===== src/rtl/fp32_reduce_seq.sv =====
// fp32_reduce_seq
//   Sequential FP32 reduction controller placed in front of a pipelined FP32
//   adder. Elements of a vector (framed by in_last) are summed one at a time:
//   the running accumulator and the new element are presented to the adder,
//   the adder latency is waited out, and the result becomes the new
//   accumulator. One sum per vector is offered on a valid/ready output.
//   Operand values are never inspected; all FP corner cases are the adder's.
//
// Parameters
//   ADD_LAT : adder register stages from operand change to valid result (>= 1)
//   CNT_W   : width of the saturating element counter
//
// Ports
//   clk, rst             : clock (rising edge), asynchronous active-high reset
//   in_valid/in_ready    : element handshake; in_data element, in_last marks end
//   add_a/add_b          : registered adder operands (accumulator / element)
//   add_o                : adder result
//   out_valid/out_ready  : sum handshake; out_data sum, out_count element count
module fp32_reduce_seq #(
  parameter int unsigned ADD_LAT = 2,
  parameter int unsigned CNT_W   = 16
) (
  input  logic             clk,
  input  logic             rst,
  input  logic             in_valid,
  output logic             in_ready,
  input  logic [31:0]      in_data,
  input  logic             in_last,
  output logic [31:0]      add_a,
  output logic [31:0]      add_b,
  input  logic [31:0]      add_o,
  output logic             out_valid,
  input  logic             out_ready,
  output logic [31:0]      out_data,
  output logic [CNT_W-1:0] out_count
);

  localparam int unsigned WCNT_W = $clog2(ADD_LAT + 2);
  localparam logic [WCNT_W-1:0] LAT_FULL  = WCNT_W'(ADD_LAT);
  localparam logic [WCNT_W-1:0] LAT_EARLY = WCNT_W'(ADD_LAT - 1);

  typedef enum logic [1:0] {
    FIRST = 2'd0,
    ACC   = 2'd1,
    WAIT  = 2'd2,
    OUT   = 2'd3
  } state_e;

  state_e            state_q;
  logic [31:0]       acc_q;
  logic [31:0]       add_a_q;
  logic [31:0]       add_b_q;
  logic [CNT_W-1:0]  cnt_q;
  logic [WCNT_W-1:0] wcnt_q;
  logic              last_q;
  logic              pend_q;
  logic              out_valid_q;
  logic [31:0]       out_data_q;
  logic [CNT_W-1:0]  out_count_q;

  logic              accept;
  logic [CNT_W-1:0]  cnt_d;

  assign in_ready  = !rst && (state_q == FIRST || state_q == ACC);
  assign accept    = in_valid && in_ready;
  assign cnt_d     = (cnt_q == '1) ? cnt_q : cnt_q + CNT_W'(1);

  assign add_a     = add_a_q;
  assign add_b     = add_b_q;
  assign out_valid = out_valid_q;
  assign out_data  = out_data_q;
  assign out_count = out_count_q;

  // Mid-vector, WAIT is left one cycle early and the adder result is taken
  // in ACC (pend_q): captured into acc, or forwarded straight to add_a if an
  // element is accepted on that same edge. This lets the next accept land on
  // the capture edge (E+ADD_LAT+1). The final element captures in WAIT itself.
  always_ff @(posedge clk or posedge rst) begin
    if (rst) begin
      state_q     <= FIRST;
      acc_q       <= '0;
      add_a_q     <= '0;
      add_b_q     <= '0;
      cnt_q       <= '0;
      wcnt_q      <= '0;
      last_q      <= 1'b0;
      pend_q      <= 1'b0;
      out_valid_q <= 1'b0;
      out_data_q  <= '0;
      out_count_q <= '0;
    end else begin
      case (state_q)
        FIRST: begin
          if (accept) begin
            acc_q  <= in_data;
            cnt_q  <= CNT_W'(1);
            pend_q <= 1'b0;
            if (in_last) begin
              out_valid_q <= 1'b1;
              out_data_q  <= in_data;
              out_count_q <= CNT_W'(1);
              state_q     <= OUT;
            end else begin
              state_q <= ACC;
            end
          end
        end
        ACC: begin
          if (pend_q) begin
            acc_q  <= add_o;
            pend_q <= 1'b0;
          end
          if (accept) begin
            add_a_q <= pend_q ? add_o : acc_q;
            add_b_q <= in_data;
            last_q  <= in_last;
            cnt_q   <= cnt_d;
            wcnt_q  <= '0;
            state_q <= WAIT;
          end
        end
        WAIT: begin
          wcnt_q <= wcnt_q + WCNT_W'(1);
          if (last_q && wcnt_q == LAT_FULL) begin
            acc_q       <= add_o;
            out_valid_q <= 1'b1;
            out_data_q  <= add_o;
            out_count_q <= cnt_q;
            state_q     <= OUT;
          end else if (!last_q && wcnt_q == LAT_EARLY) begin
            pend_q  <= 1'b1;
            state_q <= ACC;
          end
        end
        OUT: begin
          if (out_ready) begin
            out_valid_q <= 1'b0;
            state_q     <= FIRST;
          end
        end
        default: state_q <= FIRST;
      endcase
    end
  end

endmodule


===== config.mk =====
export PLATFORM = sky130hd
export DESIGN_NAME = fp32_reduce_seq
export DESIGN_NICKNAME = d
export VERILOG_FILES = /design/src/rtl/fp32_reduce_seq.sv
export SDC_FILE = /design/constraint.sdc
export NUM_CORES = 1
export LEC_CHECK = 0
export BUFFER_PORTS_ARGS = -buffer_cell sky130_fd_sc_hd__buf_4
export CAP_MARGIN = 10
export CORE_ASPECT_RATIO = 1.5
export CORE_UTILIZATION = 49
export DETAILED_ROUTE_END_ITERATION = 10
export GPL_TIMING_DRIVEN = 0
export PLACE_DENSITY = 0.75
export SKIP_CTS_REPAIR_TIMING = 1
export SLEW_MARGIN = 20
export SYNTH_ARGS = -nofsm -noshare
export SYNTH_HDL_FRONTEND = slang
export SYNTH_SLANG_ARGS = --single-unit

===== constraint.sdc =====
create_clock -name clk -period 5.16 [get_ports clk]
set_input_delay 1.032 -clock clk [delete_from_list [all_inputs] [get_ports clk]]
set_output_delay 1.032 -clock clk [all_outputs]
set_load 0.02 [all_outputs]

**Word level (Yosys, flattened, before mapping)**

Cells that the tools add are included.

- Logic and storage cells: 82
- Bits in registers: 167

- Reduce and logical (&&, ||, !) cells: 21
- Add/sub/neg operators: 2
- Eq/ne operators: 15
- Mux-type cells: 33

Operators with widths:

| cell | count |
|---|---|
| $mux W32 | 5 |
| $mux W16 | 6 |
| $pmux W32 S3 | 1 |
| $pmux W16 S2 | 2 |
| $pmux W32 S2 | 1 |
| $add A16 B1 Y16 const B | 1 |
| $eq A16 B16 Y1 const B | 1 |
| $ne A2 B2 Y1 const B | 8 |
| $reduce_and A4 Y1 | 4 |
| $mux W2 | 7 |
| $pmux W2 S4 | 1 |
| $mux W1 | 7 |
| $eq A2 B2 Y1 const B | 3 |
| $pmux W1 S3 | 2 |
| $reduce_bool A2 Y1 | 3 |
| $reduce_bool A3 Y1 | 2 |
| $reduce_and A5 Y1 | 1 |
| $eq A2 B1 Y1 const B | 2 |
| $logic_and A1 B1 Y1 | 4 |
| $pmux W2 S2 | 1 |
| $reduce_and A2 Y1 | 2 |
| $ne A3 B3 Y1 const B | 1 |
| $reduce_and A3 Y1 | 1 |
| $add A2 B1 Y2 const B | 1 |
| other kinds (3) | 4 |

**Longest topological paths before layout**

- Depth in word-level cells: 6
- Gate-level depth with buffers: 10

**Worst setup path before layout**

OpenSTA, ideal clock, no wires.

- Path type: in2out
- Start: input port rst
- End: output port in_ready
- Stages on the path: 1
- Data arrival time: 1.325 ns
- Buffers on the path: 0
- Required time: 4.128 ns
- Slack: 2.803 ns
- Cell sequence: nor2_1

- Longest elaborated chain between the ends: 2

Ends and longest elaborated chain:

| item | line | RTL |
|---|---|---|
| start: declaration | 24 | `input logic rst,` |
| $logic_not A1 Y1 (no line) | n/a |  |
| $logic_and A1 B1 Y1 | 64 | `assign in_ready = !rst && (state_q == FIRST \|\| state_q == ACC);` |
| end: declaration | 26 | `output logic in_ready,` |

No other way between the ends.

**Final worst setup path**

- Start: register state_q[1]
- End: output port in_ready

- Longest elaborated chain between the ends: 3
- Elaborated cells between the ends (all ways): 4
- Those cells by class: eq/ne (1); reduce/logical (3)

Ends and longest elaborated chain:

| item | line | RTL |
|---|---|---|
| start: declaration | 49 | `state_e state_q;` |
| start signal: assignment | 80 | `state_q <= FIRST;` |
| start signal: assignment | 102 | `state_q <= OUT;` |
| start signal: assignment | 104 | `state_q <= ACC;` |
| $eq A2 B1 Y1 or $logic_not A2 Y1 (tied branches) | 64 |  |
| $logic_or A1 B1 Y1 * | 64 |  |
| $logic_and A1 B1 Y1 * | 64 |  |

Mark *: on every way between the ends. The rest lies on a longest branch, timed or not.

==> key figures <==
Worst setup path
  – Reg2reg setup slack: 2.56 ns
  – Setup crit start kind: flop
  – Data required, critical path: 4.13 ns
  – CP endpoint kind: primary output
  – Max stage delay cell, worst path: dfrtp_1
  – Worst path max stage delay: 0.44 ns
  – Reg2reg start: state_q[1]
  – Critical path data arrival time: 1.84 ns
  – Reg-to-Reg End: add_b[27]
  – CP delay by family, top: buffers and inverters
  – CP Cell Sequence: inv_1 -> ha_1 -> clkbuf_1 -> nor2_1 -> nor2_1 -> buf_4
  – Cell mode on critical path: nor2_1
  – Reg2reg path depth: 8
  – Critical Path Fanout Max: 10
  – Kind of critical path: flop to primary output
  – CP bufs+invs: 3

Flow run
  – Max_cap viols: 0

Clock tree
  – Worst skew pair latency: 0.42 ns
  – Root Driver: clkbuf_16
  – Total CTS buffers: 17
  – Clk slew on worst S/H paths: 0.06 ns
  – Sinks on the clock net: 167
  – CTS max path bufs: 2
  – CTS tree: done
  – H-Tree Depth: 4

Min path
  – Hold EP: add_b[29]
  – Worst Hold Depth: 2
  – Worst Hold Launch: add_b[29]
  – Hold WC Path Type: flop to flop

Timing
  – Setup Skew: 0.00812 ns
  – Max_slew headroom: 46.2%
  – Fin. max-slew vios: 0
  – Final setup fails: 0
  – RSZ-0062 raised after global routing: no
  – Setup ws final: 2.29 ns
  – Slew @ Worst Pin: 0.807 ns
  – Hold Fails Final Rpt: 0
  – Part of the cycle the worst path needs: 55.6%
  – Fmax: 349 MHz
  – Minimum clock period: 2.87 ns
  – Setup TNS: 0 ns

Synth
  – Most common cell in the netlist: nand2_1
  – Post-synth ARST share: 100%
  – Synthesized flop and latch total: 167
  – Syn Nets: 876
  – Register area share after synthesis: 54.4%
  – Synth area leader: dfrtp_1
  – Top cell type's share of synthesized area: 54.4%
  – Post-synth EDFFs: 0
  – Synth area leaders: dfrtp_1, nand2_1, mux2i_1
  – Syn_area_per_cell: 9.63 µm²
  – Mapped Cells: 798
  – Commonest cells in the synthesized netlist: nand2_1, dfrtp_1, o21ai_0
  – Unique cell type count in the Yosys netlist: 48
  – Ys Warns: 0
  – Ys flop type: dfrtp_1
  – Mapped Area: 7680 µm²

Die
  – Die width: 104 µm
  – Chip height: 155 µm
  – Core area: 15200 µm²
  – Initial core utilization: 50.5%
  – Die area: 16200 µm²
  – FP Rows: 55
  – I/O pin count: 183

Power
  – PwrDens: 655 nW/µm²
  – Internal power: 3820 µW
  – Static Leakage: 0.00483 µW
  – Sw Share: 42.1%
  – Comb pwr share: 46.4%
  – Psw: 2780 µW
  – Sequential share of power: 33.1%
  – Clock group share of total power: 20.5%
  – Max rail drop VDD: 0.000320 V

Routing
  – Vias per inst: 5.47
  – Routed Antenna Nets: 0
  – # DRC: 0
  – DR vias: 6663
  – Router iterations before antenna repair: 5
  – DR WL/cell: 18.1 µm
  – WL final: 22.0 mm
  – Starting DRT DRC Count: 328

Global routing
  – Global-route wire length before repair: 35.5 mm
  – Tot GR Track Use: 28.5%
  – Initial antenna violation count: 0
  – Vias in the first global route: 6708
  – Largest net degree at the start of global routing: 33
  – Gr ovfl total: 0

Final layout
  – Layout cell share with drive strength beyond 1: 24.6%
  – Fin nets: 1083
  – Fill count: 1290
  – Design area: 10100 µm²
  – Area delta synth->final: 31.2%
  – Antenna cells: 0

Run status
  – Outcome: finished clean

Place
  – Pre-CTS setup slack: 2.14 ns
  – Final HPWL DP: 16.1 mm
  – I/O Buffers: 182
  – GPL Wtd Cong: 0.855
  – DP Area: 9450 µm²
[layer usage]
layer / GRT usage, % / up-vias / part of all wire [%]
li1: - / 3137 / -
met1: 32.9 / 3234 / 39
met2: 49.6 / 228 / 52
met3: 5.36 / 64 / 5.2
met4: 15.9 / 0 / 4.3
met5: 0 / - / 0
[flip-flops by register name, indices dropped and copies added (netlist names)]
| name | count |
|---|---|
| out_count | 16 |
| add_a | 32 |
| acc_q | 32 |
| wcnt_q | 2 |
| out_valid | 1 |
| state_q | 2 |
| last_q | 1 |
| out_data | 32 |
| pend_q | 1 |
| add_b | 32 |
| cnt_q | 16 |
[cell usage in the layout (no fill, tap or decap), drive strengths merged, types with 4 or more instances in the layout]
cell      n
nor2     10
a21oi    35
a22o     16
nand2b    5
clkbuf   46
a21o      4
dfrtp   167
and2      4
inv      14
nand2   216
a31oi     4
mux2i    64
o21ai   118
buf     212
nand4     4
nand3    13
nor2b    32
a22oi     4
ha        9
[logic make-up after synthesis]
logic type               Yosys count  synth area share [%]
AND/OR/NAND/NOR                  298                  17.2
AO/OA/AOI/OAI                    198                  14.8
flip-flops                       167                  54.4
multiplexers                      65                  8.48
buffers and inverters             60                  3.52
adder cells (fa/ha/maj)            9                  1.47
XOR/XNOR                           1                 0.114
[area by class of cell]
cell class,instances,area (µm²),area share [%]
flip-flops and latches,167,4180,41.5
multi-input cells,571,3240,32.1
repair buffers,188,1520,15.0
clock buffers,18,439,4.36
well taps,199,249,2.47
plain buffers,52,240,2.38
clock inverters,14,186,1.85
inverters,8,33.8,0.335
[worst max path at each step]
stage          startpoint   endpoint  slack, ns  cells past startpoint
4_1_cts        state_q[0]   in_ready       2.30                      6
3_3_place_gp          rst  add_b[21]       0.88                      2
6_report       state_q[1]   in_ready       2.29                      6
3_5_place_dp     in_valid  add_b[21]       2.14                      7
2_1_floorplan         rst   acc_q[0]       2.00                      1
5_1_grt        state_q[0]   in_ready       2.13                      6
[stage by stage]
stage	total power (µW)	cells	hold slack [ns]	util (%)
3_3_place_gp	5180	1179	0.459	61.2
4_1_cts	6630	1217	0.480	66.3
2_1_floorplan	4000	798	0.448	-
5_1_grt	7030	1217	0.496	66.3
6_report	6600	1217	0.476	66.3
3_5_place_dp	5260	1185	0.463	62.2
[power groups by stage]
stage | registers (µW) | logic (µW) | clock network (µW)
after global routing | 2240 | 3360 | 1430
final | 2180 | 3060 | 1350
after detailed placement | 2190 | 3070 | 0
after floorplan | 2620 | 1380 | 0
after global placement | 2180 | 3000 | 0
after CTS | 2180 | 3080 | 1370
[worst min-delay path: stages, from the launching register on]
cell and delay (ns):
dfrtp_1 0.34, nand2_1 0.05, nand2_1 0.05
No activity file was read; power rests on OpenSTA's default activity.
